### config.mk
export PLATFORM = sky130hd
export DESIGN_NAME = voxel_mem_arb
export DESIGN_NICKNAME = d
export VERILOG_FILES = /design/src/rtl/voxel_mem_pkg.sv /design/src/rtl/voxel_mem_arb_rd_pipe.sv /design/src/rtl/voxel_mem_arb.sv
export SDC_FILE = /design/constraint.sdc
export NUM_CORES = 1
export LEC_CHECK = 0
export CORE_AREA = 2 2 159 161
export CTS_CLUSTER_SIZE = 40
export DETAILED_ROUTE_END_ITERATION = 16
export DIE_AREA = 0 0 161 163
export PLACE_DENSITY = 0.75
export SYNTH_ARGS = -nofsm -noshare
export SYNTH_HDL_FRONTEND = slang
export SYNTH_SLANG_ARGS = --single-unit
### constraint.sdc
create_clock -name clk -period 4.8 [get_ports clk]
set_input_delay 0.72 -clock clk [delete_from_list [all_inputs] [get_ports clk]]
set_output_delay 0.72 -clock clk [all_outputs]
set_load 0.02 [all_outputs]
### src/rtl/voxel_mem_pkg.sv
// Shared widths, requester encoding and BRAM command type for the voxel memory arbiter.
package voxel_mem_pkg;

  localparam int VOX_ADDR_W = 18;
  localparam int VOX_DATA_W = 64;

  typedef enum logic [1:0] {
    REQ_NONE = 2'd0,
    REQ_RD   = 2'd1,
    REQ_DMA  = 2'd2,
    REQ_DBG  = 2'd3
  } vox_req_e;

  typedef struct packed {
    logic                  en;
    logic                  we;
    logic [VOX_ADDR_W-1:0] addr;
    logic [VOX_DATA_W-1:0] wdata;
  } vox_cmd_t;

  // A starved writer outranks the render core; otherwise reads come first.
  function automatic vox_req_e vox_pick(input logic rd_req, input logic dma_req,
                                        input logic dbg_req, input logic dma_hot,
                                        input logic dbg_hot);
    vox_req_e pick;
    pick = REQ_NONE;
    if (dma_hot)      pick = REQ_DMA;
    else if (dbg_hot) pick = REQ_DBG;
    else if (rd_req)  pick = REQ_RD;
    else if (dma_req) pick = REQ_DMA;
    else if (dbg_req) pick = REQ_DBG;
    return pick;
  endfunction

endpackage

### src/rtl/voxel_mem_arb_rd_pipe.sv
// Valid-only shift pipe that marks when BRAM read data for an accepted read is on mem_rdata.
module voxel_rd_pipe #(
  parameter int DEPTH = 2
) (
  input  logic clk,
  input  logic rst,
  input  logic in_valid,
  output logic out_valid
);

  logic [DEPTH-1:0] pipe;

  // Reset flushes every in-flight read so none of them produce a return pulse.
  always_ff @(posedge clk) begin
    if (rst) begin
      pipe <= '0;
    end else begin
      pipe <= (pipe << 1) | DEPTH'(in_valid);
    end
  end

  assign out_valid = pipe[DEPTH-1];

endmodule

### src/rtl/voxel_mem_arb.sv
// Single-port voxel BRAM arbiter: render reads, DMA writes and posted CSR debug writes.
module voxel_mem_arb
  import voxel_mem_pkg::*;
#(
  parameter int ADDR_W     = VOX_ADDR_W,
  parameter int DATA_W     = VOX_DATA_W,
  parameter int RD_LAT     = 1,
  parameter int STARVE_LIM = 16
) (
  input  logic              clk,
  input  logic              rst,
  input  logic              rd_valid,
  output logic              rd_ready,
  input  logic [ADDR_W-1:0] rd_addr,
  output logic              rd_rvalid,
  output logic [DATA_W-1:0] rd_rdata,
  input  logic              dma_wvalid,
  output logic              dma_wready,
  input  logic [ADDR_W-1:0] dma_waddr,
  input  logic [DATA_W-1:0] dma_wdata,
  input  logic              dbg_we_pulse,
  input  logic [ADDR_W-1:0] dbg_addr,
  input  logic [DATA_W-1:0] dbg_wdata,
  output logic              dbg_pending,
  output logic              dbg_overflow,
  input  logic              dbg_ovf_clr,
  output logic              mem_en,
  output logic              mem_we,
  output logic [ADDR_W-1:0] mem_addr,
  output logic [DATA_W-1:0] mem_wdata,
  input  logic [DATA_W-1:0] mem_rdata
);

  localparam int SW = $clog2(STARVE_LIM + 1);
  localparam logic [SW-1:0] LIM = SW'(STARVE_LIM);

  logic [SW-1:0]     dma_starve;
  logic [SW-1:0]     dbg_starve;
  logic [ADDR_W-1:0] dbg_addr_q;
  logic [DATA_W-1:0] dbg_wdata_q;
  logic              dma_hot;
  logic              dbg_hot;
  logic              rd_gnt;
  logic              dma_gnt;
  logic              dbg_gnt;
  vox_req_e          gnt;
  vox_cmd_t          cmd_d;
  vox_cmd_t          cmd_q;

  // No grant is issued while in reset, so a waiting DMA write stays unacknowledged.
  always_comb begin
    dma_hot = dma_wvalid && (dma_starve == LIM);
    dbg_hot = dbg_pending && (dbg_starve == LIM);
    gnt     = REQ_NONE;
    if (!rst) begin
      gnt = vox_pick(rd_valid, dma_wvalid, dbg_pending, dma_hot, dbg_hot);
    end
  end

  assign rd_gnt     = (gnt == REQ_RD);
  assign dma_gnt    = (gnt == REQ_DMA);
  assign dbg_gnt    = (gnt == REQ_DBG);
  assign rd_ready   = rd_gnt;
  assign dma_wready = dma_gnt;

  always_comb begin
    cmd_d = '0;
    case (gnt)
      REQ_RD: begin
        cmd_d.en   = 1'b1;
        cmd_d.addr = VOX_ADDR_W'(rd_addr);
      end
      REQ_DMA: begin
        cmd_d.en    = 1'b1;
        cmd_d.we    = 1'b1;
        cmd_d.addr  = VOX_ADDR_W'(dma_waddr);
        cmd_d.wdata = VOX_DATA_W'(dma_wdata);
      end
      REQ_DBG: begin
        cmd_d.en    = 1'b1;
        cmd_d.we    = 1'b1;
        cmd_d.addr  = VOX_ADDR_W'(dbg_addr_q);
        cmd_d.wdata = VOX_DATA_W'(dbg_wdata_q);
      end
      default: cmd_d = '0;
    endcase
  end

  always_ff @(posedge clk) begin
    if (rst) begin
      cmd_q <= '0;
    end else begin
      cmd_q <= cmd_d;
    end
  end

  assign mem_en    = cmd_q.en;
  assign mem_we    = cmd_q.we;
  assign mem_addr  = ADDR_W'(cmd_q.addr);
  assign mem_wdata = DATA_W'(cmd_q.wdata);

  // Counters only accumulate consecutive lost cycles of a still-waiting writer.
  always_ff @(posedge clk) begin
    if (rst) begin
      dma_starve <= '0;
      dbg_starve <= '0;
    end else begin
      if (!dma_wvalid || dma_gnt) begin
        dma_starve <= '0;
      end else if (dma_starve != LIM) begin
        dma_starve <= dma_starve + 1'b1;
      end
      if (!dbg_pending || dbg_gnt) begin
        dbg_starve <= '0;
      end else if (dbg_starve != LIM) begin
        dbg_starve <= dbg_starve + 1'b1;
      end
    end
  end

  // A pulse is accepted whenever the slot is free by the end of this cycle.
  always_ff @(posedge clk) begin
    if (rst) begin
      dbg_pending  <= 1'b0;
      dbg_overflow <= 1'b0;
      dbg_addr_q   <= '0;
      dbg_wdata_q  <= '0;
    end else begin
      if (dbg_we_pulse && (!dbg_pending || dbg_gnt)) begin
        dbg_pending <= 1'b1;
        dbg_addr_q  <= dbg_addr;
        dbg_wdata_q <= dbg_wdata;
      end else if (dbg_gnt) begin
        dbg_pending <= 1'b0;
      end
      if (dbg_we_pulse && dbg_pending && !dbg_gnt) begin
        dbg_overflow <= 1'b1;
      end else if (dbg_ovf_clr) begin
        dbg_overflow <= 1'b0;
      end
    end
  end

  // One extra stage covers the registered BRAM command ahead of the BRAM latency.
  voxel_rd_pipe #(
    .DEPTH(RD_LAT + 1)
  ) u_rd_pipe (
    .clk      (clk),
    .rst      (rst),
    .in_valid (rd_gnt),
    .out_valid(rd_rvalid)
  );

  assign rd_rdata = rd_rvalid ? mem_rdata : '0;

endmodule

==> impl_metrics.json, run 1 <==
{
  "antenna_found_initial": 3,
  "synth_edf_count": 0,
  "grt_max_degree": 92,
  "tightestPinTransition_ps": 1160,
  "min_path_type": "reg -> reg",
  "vias": 6659,
  "arrival_ps": 2550,
  "synth_top_family_by_area": "simple AND/OR/NAND/NOR gates",
  "max-vdd-ir-drop_uv": 156,
  "end_kind": "output pin",
  "layout_common_cells": "clkdlybuf4s50_1, dfxtp_1, nand2b_1, mux2i_1, a22o_1",
  "p_seq_frac": 0.443,
  "ant_nets": 0,
  "fp.coreArea_um2": 24700,
  "rr_worst_depth": 8,
  "drt_wl_total_um": 27900,
  "p_per_area_nw_per_um2": 294,
  "synthSimpleGateAreaFrac": 0.213,
  "ios": 405,
  "finalHoldViolations": 0,
  "synth.avg_cell_area_um2": 10.5,
  "power_frac_comb": 0.175,
  "cts_setup_buffers": 0,
  "r2r-start": "dma_starve[0]",
  "synth-xor-area-share": 0.00680,
  "die_h_um": 163,
  "gr-total-overflow": 0,
  "synth_mux_area_frac": 0.130,
  "switchingPower_mw": 0.967,
  "rsz0062_at_grt": "false",
  "pwr-share-clk": 0.381,
  "crit_end": "rd_ready",
  "routabilityCongestion": 0.829,
  "fill_cells": 2259,
  "path_max_fanout": 23,
  "nets": 1361,
  "finalSetupViolCount": 0,
  "ys_seq_area_frac": 0.466,
  "grt_pass1_wl_um": 40400,
  "switching_share": 0.265,
  "maxCapViolCount": 0,
  "min_period_ps": 3270,
  "start_util": 0.313,
  "numCtsBuffers": 17,
  "wl_per_cell_um": 19.2,
  "synth-compound-area-share": 0.123,
  "yosysWarningCount": 0,
  "maxSlewViolCount": 0,
  "critPathLaunch": "dma_starve[0]",
  "cts.htree.levels": 4,
  "synth_flop_cell": "dfxtp_1",
  "status": "finished, final reports clean",
  "p_int_mw": 2.69,
  "postCtsHoldBufs": 0,
  "ys_seq_elements": 180,
  "p_leak_nw": 4.74,
  "period_share": 0.681,
  "hold-path-cell-count": 1,
  "portBuffers": 404,
  "dieArea_um2": 26200,
  "grt_usage": 0.206,
  "first_iter_violations": 364,
  "utilization": 0.504,
  "rows": 58,
  "syn2layout_area_growth_pct": 61.0,
  "tns_ps": 0,
  "viasPerCell": 4.60,
  "reg2reg_to": "mem_wdata[13]",
  "placed_cells": 1416,
  "final_common_cell": "clkdlybuf4s50_1",
  "synth_area_leaders": "dfxtp_1, nand2b_1, mux2i_1",
  "synthesis.nets": 992,
  "ys_types": 40,
  "dieWidth_um": 161,
  "required_ps": 4080,
  "path_clk_slew_ps": 70,
  "grt_pass1_vias": 6716,
  "worstSkewPairLatency_ps": 430,
  "ys_async_sr_fraction": 0,
  "relSlewSlack": 0.228,
  "drt_pass1_iterations": 4,
  "numClockSinks": 180,
  "postSynthCellCount": 736,
  "layoutNonFillerInstCount": 1449,
  "synth_top_area_share": 0.466,
  "clockRootBuffer": "clkbuf_16",
  "post_cts_resized": 0,
  "synth_fa_ha_area_frac": 0.00648,
  "syn_area_um2": 7730,
  "synth_top_area_cell": "dfxtp_1",
  "criticalPathCategory": "reg -> out",
  "clockBufferDepth": 2,
  "skew_ps": 14.2,
  "start_kind": "register",
  "fmax_ghz": 0.306,
  "finalHoldWorstSlack_ps": 460,
  "cts_tree": "done",
  "drc": 0,
  "rrSetupSlack_ps": 1850,
  "dp_hpwl_um": 20800,
  "p_total_mw": 3.65,
  "drive_gt1_frac": 0.0510
}
-- worst min-delay path by stage --
| stage | from | slack, ps | to |
|---|---|---|---|
| finish | u_rd_pipe.pipe[0] | 460 | u_rd_pipe.pipe[1] |
| global route | u_rd_pipe.pipe[0] | 470 | u_rd_pipe.pipe[1] |
| CTS | u_rd_pipe.pipe[0] | 460 | u_rd_pipe.pipe[1] |
| detailed placement | u_rd_pipe.pipe[0] | 440 | u_rd_pipe.pipe[1] |
| global placement | u_rd_pipe.pipe[0] | 430 | u_rd_pipe.pipe[1] |
| floorplan | u_rd_pipe.pipe[0] | 410 | u_rd_pipe.pipe[1] |
-- cell type report --
class / count / area (um^2) / area share
timing repair buffer: 409 / 4090 / 0.329
multi-input combinational: 488 / 3730 / 0.299
tap: 330 / 413 / 0.0332
clock inverter: 14 / 144 / 0.0116
antenna: 1 / 2.50 / 0.000201
clock buffer: 18 / 429 / 0.0345
sequential: 180 / 3600 / 0.290
inverter: 9 / 33.8 / 0.00271
-- routing by layer --
| metal | part of all wire | GRT usage | vias up |
|---|---|---|---|
| li1 | - | - | 3241 |
| met1 | 0.39 | 0.229 | 3098 |
| met2 | 0.49 | 0.356 | 274 |
| met3 | 0.082 | 0.0754 | 42 |
| met4 | 0.035 | 0.0844 | 4 |
| met5 | 0.00082 | 0 | - |
-- stage by stage --
stage / instance area, um^2 / setup WS, ps
3_5_place_dp: 11900 / 1460
6_report: 12400 / 1530
5_1_grt: 12400 / 1380
2_1_floorplan: 7730 / 2450
4_1_cts: 12400 / 1500
3_3_place_gp: 11900 / 1480
-- state kept, by name (all words and copies together) (netlist names), 2 cells and up --
name            cells
u_rd_pipe.pipe      2
mem_addr           18
mem_wdata          64
dma_starve          5
dbg_wdata_q        64
dbg_addr_q         18
dbg_starve          5
-- critical path, stage by stage, from the launching register on --
cell and delay, ps:
dfxtp_1 380, inv_1 60, ha_1 210, and4bb_1 250, a21oi_2 140, buf_4 300, and3_1 200, clkdlybuf4s50_1 600
-- power by group through the flow --
| stage | combinational [mW] | clock [mW] | sequential, mW |
|---|---|---|---|
| floorplan | 0.268 | 0 | 1.68 |
| global placement | 0.635 | 0 | 1.65 |
| detailed placement | 0.642 | 0 | 1.65 |
| CTS | 0.646 | 1.43 | 1.62 |
| global route | 0.681 | 1.49 | 1.63 |
| finish | 0.641 | 1.39 | 1.62 |
-- cells by family after synthesis --
group,Yosys count
AND/OR/NAND/NOR,263
flip-flops,180
AO/OA/AOI/OAI,115
multiplexers,100
buffers and inverters,68
XOR/XNOR,6
adder cells (fa/ha/maj),4
-- synth_stat cells, types with 2 or more instances --
cell and count:
buf_2 5, dfxtp_1 180, inv_1 7, buf_4 8, nand2b_1 166, a211oi_1 8
xor2_1 4, o21ai_0 3, and3_1 3, buf_6 5, nor2_1 8, buf_8 8
a211oi_2 10, a21oi_1 21, and4bb_1 2, nand3_1 4, ha_1 4, nor3_1 4
clkbuf_1 32, mux2i_1 100, xnor2_1 2, nand2_1 5, a22o_1 65, and2_1 64
o21ai_1 3
Note: power is estimated with default switching activity, not from simulation.
==> run 2: changes to the inputs <==
PLACE_DENSITY = 0.78   (was 0.75)
clock period = 2.9 ns   (was 4.8 ns; I/O delays follow)
==> impl_metrics.json, run 2 (synthesized netlist as in run 1, its figures left out) <==
{
  "status": "finished, final reports clean",
  "start_util": 0.313,
  "worstSkewPairLatency_ps": 420,
  "fmax_ghz": 0.364,
  "grt_pass1_wl_um": 39300,
  "clockBufferDepth": 2,
  "hold-path-cell-count": 2,
  "maxCapViolCount": 0,
  "dieWidth_um": 161,
  "fill_cells": 2221,
  "layout_common_cells": "clkdlybuf4s50_1, dfxtp_1, nand2b_1, mux2i_1, a22o_1",
  "ant_nets": 0,
  "max-vdd-ir-drop_uv": 399,
  "gr-total-overflow": 0,
  "multi_input_area_um2": 3730,
  "cts_setup_buffers": 0,
  "post_cts_resized": 0,
  "dieArea_um2": 26200,
  "wl_per_cell_um": 18.6,
  "maxSlewViolCount": 0,
  "layoutNonFillerInstCount": 1457,
  "path_max_fanout": 7,
  "vias": 6702,
  "rr_worst_depth": 8,
  "fp.coreArea_um2": 24700,
  "portBuffers": 404,
  "path_clk_slew_ps": 80,
  "final_common_cell": "clkdlybuf4s50_1",
  "drc": 0,
  "clockRootBuffer": "clkbuf_16",
  "routabilityCongestion": 0.800,
  "drt_wl_total_um": 27100,
  "finalSetupViolCount": 0,
  "viasPerCell": 4.60,
  "p_leak_nw": 4.81,
  "grt_max_degree": 111,
  "postCtsHoldBufs": 0,
  "start_kind": "register",
  "grt_pass1_vias": 6604,
  "p_total_mw": 6.12,
  "relSlewSlack": 0.476,
  "antenna_found_initial": 0,
  "ios": 405,
  "cts_tree": "done",
  "required_ps": 2470,
  "first_iter_violations": 285,
  "regArea_um2": 3600,
  "period_share": 0.946,
  "rsz0062_at_grt": "false",
  "numCtsBuffers": 17,
  "antenna_cells": 0,
  "min_path_type": "in -> reg",
  "rows": 58,
  "skew_ps": 18.1,
  "placed_cells": 1425,
  "criticalPathCategory": "reg -> out",
  "grt_usage": 0.196,
  "syn2layout_area_growth_pct": 62.7,
  "tightestPinTransition_ps": 785,
  "min_period_ps": 2740,
  "cts.htree.levels": 4,
  "tns_ps": 0,
  "dp_hpwl_um": 20000,
  "nets": 1370,
  "drt_pass1_iterations": 4,
  "die_h_um": 163,
  "finalHoldViolations": 0,
  "end_kind": "output pin",
  "arrival_ps": 2310,
  "p_per_area_nw_per_um2": 487,
  "drive_gt1_frac": 0.0594,
  "numClockSinks": 180
}
==> run 2: area by class of cell <==
class	instances	share of cell area
multi-input cells	488	0.296
flip-flops and latches	180	0.287
clock inverters	15	0.0137
inverters	9	0.00269
clock buffers	17	0.0338
well taps	330	0.0328
repair buffers	418	0.334
==> run 2: path summary, 6_finish.rpt <==
path                           from  slack, ps                 to
hold reg to reg   u_rd_pipe.pipe[0]        460  u_rd_pipe.pipe[1]
setup reg to reg      dma_starve[0]        580    dbg_wdata_q[15]
hold / removal                  rst        320             mem_we
setup / recovery      dbg_starve[0]        160         dma_wready
==> run 2: power by group <==
group | switching (mW) | internal [mW] | leakage, nW
sequential | 0.0696 | 2.61 | 1.47
combinational | 0.440 | 0.639 | 3.04
clock | 1.19 | 1.18 | 0.290
==> run 2: per-stage QoR <==
step           hold WS (ps)  setup WS [ps]   util  cell area (um^2)
2_1_floorplan           414            894      -              7730
3_3_place_gp            443            360  0.485             12000
3_5_place_dp            451            305  0.485             12000
4_1_cts                 297           91.5  0.510             12600
5_1_grt                 315           20.0  0.510             12600
6_report                317            156  0.510             12600
==> run 2: per-layer routing <==
metal  up-vias  track usage  routed length (um)
li1       3252            -                   -
met1      3157        0.238               11300
met2       267        0.338               13200
met3        26       0.0555                1980
met4         0       0.0597                 599
met5         -            0                   0
==> run 2: worst max-delay path, stage by stage, from the launching register on <==
cell             delay, ps
dfxtp_1                370
inv_1                   80
ha_1                   240
nand4bb_4              150
o21ai_1                130
a21oi_4                270
clkdlybuf4s50_1        660
